--- src/rtl/serial_sub.sv ---
// serial_sub: bit-serial x - y - bin, LSB first, one full-subtractor cell behind valid/ready.
// Define SERIAL_SUB_FLAGS_EN to add registered ovf/zero flag outputs.
module serial_sub #(
    parameter int WIDTH = 8
) (
    input  logic             clk,
    input  logic             rst_n,
    input  logic             in_valid,
    output logic             in_ready,
    input  logic [WIDTH-1:0] x,
    input  logic [WIDTH-1:0] y,
    input  logic             bin,
    output logic             out_valid,
    input  logic             out_ready,
    output logic [WIDTH-1:0] f,
    output logic             bout,
`ifdef SERIAL_SUB_FLAGS_EN
    output logic             ovf,
    output logic             zero,
`endif
    output logic             busy
);
    localparam int CW = $clog2(WIDTH);

    typedef enum logic [1:0] {IDLE, RUN, DONE} state_t;

    state_t           state, nxt;
    logic [WIDTH-1:0] xs, ys, res, res_nxt;
    logic [CW-1:0]    cnt;
    logic             br, d, bo, last;
`ifdef SERIAL_SUB_FLAGS_EN
    logic             xm, ym;
`endif

    assign d       = xs[0] ^ ys[0] ^ br;
    assign bo      = (~xs[0] & ys[0]) | (~(xs[0] ^ ys[0]) & br);
    assign res_nxt = {d, res[WIDTH-1:1]};
    assign last    = cnt == CW'(WIDTH - 1);

    always_comb begin
        nxt       = state;
        in_ready  = state == IDLE;
        busy      = state == RUN;
        out_valid = state == DONE;
        nxt = (state == IDLE && in_valid)  ? RUN  :
              (state == RUN  && last)      ? DONE :
              (state == DONE && out_ready) ? IDLE : state;
    end

    always_ff @(posedge clk) begin
        if (!rst_n) begin
            state <= IDLE;
            xs    <= '0;
            ys    <= '0;
            res   <= '0;
            cnt   <= '0;
            br    <= 1'b0;
            f     <= '0;
            bout  <= 1'b0;
`ifdef SERIAL_SUB_FLAGS_EN
            xm    <= 1'b0;
            ym    <= 1'b0;
            ovf   <= 1'b0;
            zero  <= 1'b0;
`endif
        end else begin
            state <= nxt;
            if (state == IDLE && in_valid) begin
                xs  <= x;
                ys  <= y;
                br  <= bin;
                res <= '0;
                cnt <= '0;
`ifdef SERIAL_SUB_FLAGS_EN
                // operand sign bits are shifted out by the end, so keep them for ovf
                xm  <= x[WIDTH-1];
                ym  <= y[WIDTH-1];
`endif
            end else if (state == RUN) begin
                xs  <= xs >> 1;
                ys  <= ys >> 1;
                res <= res_nxt;
                br  <= bo;
                cnt <= cnt + 1'b1;
                if (last) begin
                    f    <= res_nxt;
                    bout <= bo;
`ifdef SERIAL_SUB_FLAGS_EN
                    ovf  <= (xm != ym) && (d != xm);
                    zero <= res_nxt == '0;
`endif
                end
            end
        end
    end
endmodule
--- config.mk ---
export PLATFORM = sky130hd
export DESIGN_NAME = serial_sub
export DESIGN_NICKNAME = d
export VERILOG_FILES = /design/src/rtl/serial_sub.sv
export SDC_FILE = /design/constraint.sdc
export NUM_CORES = 1
export LEC_CHECK = 0
export ABC_AREA = 1
export BUFFER_PORTS_ARGS = -buffer_cell sky130_fd_sc_hd__buf_2
export CAP_MARGIN = 20
export CORE_ASPECT_RATIO = 1.2
export CORE_MARGIN = 5
export CORE_UTILIZATION = 50
export DETAILED_ROUTE_END_ITERATION = 16
export GPL_ROUTABILITY_DRIVEN = 1
export HOLD_SLACK_MARGIN = 0.08
export PLACE_DENSITY = 0.73
export SYNTH_ARGS = -nofsm -noshare
export SYNTH_HDL_FRONTEND = slang
export SYNTH_SLANG_ARGS = --single-unit
--- constraint.sdc ---
create_clock -name clk -period 1.7 [get_ports clk]
set_input_delay 0.51 -clock clk [delete_from_list [all_inputs] [get_ports clk]]
set_output_delay 0.51 -clock clk [all_outputs]
set_load 0.05 [all_outputs]
==> impl_metrics.yaml, run 1 <==
timing:
  hold_viol: 0
  fin_crit_ns: 1.65
  tightest_slew_ns: 0.463
  period_share: 0.972
  slew_violations: 0
  max-slew-margin-rel: 0.690
  fmax_mhz: 605
  hold_slack_ns: 0.462
  rsz0062_at_grt: "no"
  finClkSkew_ns: 0.00380
  setup_tns_ns: 0
  setup_slack_ns: 0.0483
  setup_violations: 0
layout:
  n_antenna_cell: 0
  final_cell_area_um2: 2040
  final_nets: 301
  n_fill_cell: 316
  area_growth_pct: 19.7
  drive_gt1_frac: 0.205
global_routing:
  grt_pass1_vias: 1477
  grt_use_total: 0.176
  grt_pass1_wl_um: 6650
  globalRouteOverflowTotal: 0
  met2_usage: 0.300
  busiest_layer: "met2"
  use_met1: 0.219
  met3_usage: 0.0574
  grt_max_degree: 24
  antenna_found_initial: 0
synthesis:
  syn_area_um2: 1710
  synth_top_area_share: 0.446
  synth_cell_types: 20
  synth-warning-count: 0
  syn_inst: 244
  synth_top_area_cell: "dfxtp_1"
  seq_area_frac_synth: 0.446
  synth_seq_cells: 38
  synth_area_leaders: "dfxtp_1, nand2_1, a21oi_1"
  syn_nets: 268
  syn_avg_cell_area_um2: 6.99
routing:
  drtAntennaViolNets: 0
  viasPerCell: 4.97
  drtIter0Drc: 117
  first_pass_iters: 5
  routed_wl_um: 3840
  routed_wire_length_per_instance_um: 12.2
  drc: 0
  num_vias: 1565
floorplanning:
  row_count: 23
  dieWidth_um: 63.3
  die-area_um2: 4680
  die_h_um: 74.0
  initial_utilization: 0.515
  ios: 33
  core_um2: 3310
critical_path:
  cp_max_fo: 10
  cp.arrival_ns: 1.14
  start_kind: "flip-flop"
  critPathKind: "flip-flop to output pin"
  cp.required_ns: 1.19
  end_kind: "output pin"
placement:
  place_congestion: 0.824
  post-dp-hpwl_um: 2710
  placed_area_um2: 1890
  preCtsSetupSlack_ns: 0.132
  io_buffers: 32
cts:
  cts_made_buffers: 5
  cts_tree: "yes"
  cts_root_buf: "clkbuf_8"
  clk_pin_slew_ns: 0.08
  cts_max_level: 2
  cts_buffer_depth: 2
  clk_latency_ns: 0.29
  cts_setup_buffers: 0
  cts_hold_buffers: 0
  cts_sinks: 38
hold_path:
  min_path_type: "flip-flop to flip-flop"
run_status:
  status: "complete, no violations"
pwr:
  total_power_w: 0.00211
  powerDensity_nw_per_um2: 1040
  p_leak_nw: 0.976
  ir_worst_vdd_v: 0.000675
job:
  cap_violations: 0
==> final timing paths <==
| check | endpoint | cells past startpoint | from | slack [ns] |
|---|---|---|---|---|
| min reg2reg | f[7]$_SDFFE_PN0P_ | 2 | f[7]$_SDFFE_PN0P_ | 0.46 |
| max reg2reg | f[4]$_SDFFE_PN0P_ | 6 | cnt[0]$_SDFFE_PP0N_ | 0.30 |
| max | in_ready | 2 | state[0]$_SDFFE_PN0P_ | 0.05 |
| min | f[7]$_SDFFE_PN0P_ | 2 | f[7]$_SDFFE_PN0P_ | 0.46 |
==> flip-flops by register name, summed over array words and instances, names as in the netlist <==
name	count
xs	8
res	7
br	1
cnt	3
state	2
ys	8
f	8
bout	1
==> where the power goes <==
group | internal, W | switching (W) | total, W
registers | 0.000928 | 0.0000271 | 0.000955
clock network | 0.000588 | 0.000326 | 0.000914
logic | 0.0000933 | 0.000152 | 0.000245
total | 0.00161 | 0.000505 | 0.00211
==> worst max-delay path, stage by stage, from the launching register on <==
cell	delay, ns
dfxtp_4	0.39
nor2_4	0.19
clkbuf_4	0.27
==> cell families (layout without fill, tap and decap cells) <==
family	after synthesis	in the layout	share of synthesized area
compound gates	35	35	0.109
xor+xnor	1	1	0.00514
fa+ha+maj	3	3	0.0264
buf+inv	37	71	0.0983
flops	38	38	0.446
simple gates	130	130	0.315
==> cell usage after synthesis <==
library cell	number
a21oi_1	32
buf_1	2
buf_2	8
buf_4	1
buf_6	2
clkbuf_1	1
dfxtp_1	38
fa_1	1
ha_1	2
inv_1	22
inv_2	1
nand2_1	87
nand2_2	1
nand3_1	27
nor2_1	12
nor2_2	2
nor2_4	1
o21ai_0	2
o21ai_4	1
xor2_1	1
==> final cells by class <==
type	instances	area [um^2]	share of cell area
inverter	23	86.3	0.0423
clock inverter	3	68.8	0.0337
sequential	38	766	0.375
timing repair buffer	40	225	0.110
tap	37	46.3	0.0227
multi-input combinational	169	779	0.382
clock buffer	5	68.8	0.0337
==> layer usage <==
layer	part of all wire	up-vias
li1	-	829
met1	0.45	705
met2	0.49	27
met3	0.053	4
met4	0.0081	0
met5	0	-
==> cells in the final DEF, fill, tap and decap left out, drive strengths merged <==
cell and instances:
nand2 88, buf 39, dfxtp 38, a21oi 32, nand3 27, inv 23, nor2 15, clkbuf 6
o21ai 3, ha 2, bufinv 2, xor2 1, fa 1, clkinv 1
==> repair_timing <==
item | in CTS | in global routing
gates resized for setup | 2 | 3
endpoints found under the hold margin | 0 | 0
setup endpoints to repair | 2 | 3
==> metrics by stage <==
stage | utilization | instances
6_report | 0.617 | 315
4_1_cts | 0.615 | 315
3_5_place_dp | 0.572 | 307
3_3_place_gp | 0.572 | 307
2_1_floorplan | - | 244
5_1_grt | 0.617 | 315
Note: power is estimated with default switching activity, not from simulation.
==> run 2: changes to the inputs <==
--- a/config.mk
+++ b/config.mk
@@ -13,7 +13,7 @@
 export CORE_UTILIZATION = 50
 export DETAILED_ROUTE_END_ITERATION = 16
 export GPL_ROUTABILITY_DRIVEN = 1
-export HOLD_SLACK_MARGIN = 0.08
+export HOLD_SLACK_MARGIN = 0.06
 export PLACE_DENSITY = 0.73
 export SYNTH_ARGS = -nofsm -noshare
 export SYNTH_HDL_FRONTEND = slang
==> constraint.sdc (replaced) <==
create_clock -name clk -period 1.6 [get_ports clk]
set_input_delay 0.48 -clock clk [delete_from_list [all_inputs] [get_ports clk]]
set_output_delay 0.48 -clock clk [all_outputs]
set_load 0.05 [all_outputs]
==> run 2 against run 1 <==
First-iteration DRC count down 11%. Clock power down 28%. Power down 8.2%. Wire length down 5.3%. Design area down 1.2%. Die area unchanged. Critical path depth unchanged. Via count down 0.19%. Sequential cell count unchanged. Worst setup slack better by 0.033 ns. Sequential share of layout area up 0.47 points.
==> impl_metrics.yaml, run 2 (synthesized netlist as in run 1, its figures left out) <==
hold_path:
  min_path_type: "primary input to flip-flop"
  worstHoldStart: "x[7]"
  hold_depth: 3
  min_to: "xs[7]$_SDFFE_PN0P_"
global_routing:
  grt_use_total: 0.166
  antenna_found_initial: 0
  grt_max_degree: 26
  grt_pass1_vias: 1434
  grt_pass1_wl_um: 6210
  globalRouteOverflowTotal: 0
timing:
  setup_tns_ns: 0
  fin_crit_ns: 1.52
  max-slew-margin-rel: 0.699
  period_share: 0.949
  hold_viol: 0
  rsz0062_at_grt: "no"
  tightest_slew_ns: 0.450
  fmax_mhz: 658
  slew_violations: 0
  setup_violations: 0
  finClkSkew_ns: 0.00322
cts:
  clk_latency_ns: 0.28
  cts_root_buf: "clkbuf_8"
  cts_sinks: 38
  cts_setup_buffers: 0
  cts_tree: "yes"
  clk_pin_slew_ns: 0.07
  cts_buffer_depth: 2
  cts_made_buffers: 5
  cts_max_level: 2
placement:
  post-dp-hpwl_um: 2650
  place_congestion: 0.783
  placed_area_um2: 1910
  placedCellCount: 309
  io_buffers: 32
critical_path:
  r2r_end: "f[7]$_SDFFE_PN0P_"
  critPathKind: "flip-flop to output pin"
  end_kind: "output pin"
  cp.arrival_ns: 1.04
  cp_max_fo: 7
  r2r_setup_slack_ns: 0.22
  r2r_cells: 6
  start_kind: "flip-flop"
  timing.rr.start: "state[1]$_SDFFE_PP0P_"
  cp.required_ns: 1.12
  startpoint: "state[0]$_SDFFE_PN0P_"
routing:
  drtAntennaViolNets: 0
  drtIter0Drc: 104
  num_vias: 1562
  first_pass_iters: 4
  routed_wl_um: 3640
  viasPerCell: 4.93
  routed_wire_length_per_instance_um: 11.5
  drc: 0
pwr:
  powerDensity_nw_per_um2: 963
  ir_worst_vdd_v: 0.000716
  p_leak_nw: 0.966
layout:
  final_nets: 303
  layout_common_cells: "nand2_1, dfxtp_1, a21oi_1"
  area_growth_pct: 18.2
  top_regs: "f x8, xs x8, ys x8"
  final_cell_area_um2: 2020
  layout_commonest_cell: "nand2_1"
  fin_cells: 317
  drive_gt1_frac: 0.207
  n_antenna_cell: 0
floorplanning:
  die_h_um: 74.0
  initial_utilization: 0.515
  die-area_um2: 4680
  dieWidth_um: 63.3
  ios: 33
  core_um2: 3310
  row_count: 23
run_status:
  status: "complete, no violations"
job:
  cap_violations: 0
[run 2: changes by cell type in the layout (fill, tap and decap cells not counted), sizes merged]
cell    change
buf         +2
bufinv      -2
clkbuf      +2
[run 2: critical path, cell delays in order, from the launching register on]
cell and delay, ns:
dfxtp_4 0.37, nor2_4 0.14, clkbuf_4 0.25
[run 2: worst max-delay path by stage]
stage | endpoint | slack (ns) | cells past startpoint
after floorplan | out_valid | 0.01 | 3
after global placement | bout$_SDFFE_PN0P_ | 0.17 | 6
after detailed placement | bout$_SDFFE_PN0P_ | 0.13 | 6
after CTS | busy | 0.008 | 3
after global routing | busy | 0.02 | 3
final | in_ready | 0.08 | 2
[run 2: where the power goes]
group | switching (W) | internal, W | total [W] | leakage [nW]
combinational | 0.000163 | 0.000106 | 0.000269 | 0.607
clock | 0.000313 | 0.000347 | 0.000660 | 0.0482
sequential | 0.0000252 | 0.000987 | 0.00101 | 0.311
total | 0.000501 | 0.00144 | 0.00194 | 0.966
[run 2: area by class of cell]
type | instances | area [um^2]
well taps | 37 | 46.3
flip-flops and latches | 38 | 766
repair buffers | 42 | 246
fillers | 322 | 1290
clock inverters | 1 | 5.00
multi-input cells | 169 | 779
clock buffers | 7 | 86.3
inverters | 23 | 86.3
[run 2: routing by layer]
| layer | GRT usage | vias up | share of wire |
|---|---|---|---|
| li1 | - | 833 | - |
| met1 | 0.200 | 687 | 0.45 |
| met2 | 0.279 | 36 | 0.47 |
| met3 | 0.0408 | 6 | 0.054 |
| met4 | 0.0831 | 0 | 0.021 |
| met5 | 0 | - | 0 |
[run 2: what timing repair did]
item,in CTS,in global routing
hold buffers,0,0
resized for setup,3,4
endpoints found under the setup margin,3,3
pin swaps,0,0
hold endpoints to repair,0,0
[run 2: per-stage QoR]
stage / power [W] / hold WS, ns / setup slack, ns / util
global route: 0.00205 / 0.454 / 0.0216 / 0.609
global placement: 0.00130 / 0.446 / 0.166 / 0.577
floorplan: 0.00122 / 0.444 / 0.0134 / -
finish: 0.00194 / 0.436 / 0.0811 / 0.609
CTS: 0.00197 / 0.431 / 0.00811 / 0.606
detailed placement: 0.00130 / 0.451 / 0.134 / 0.577
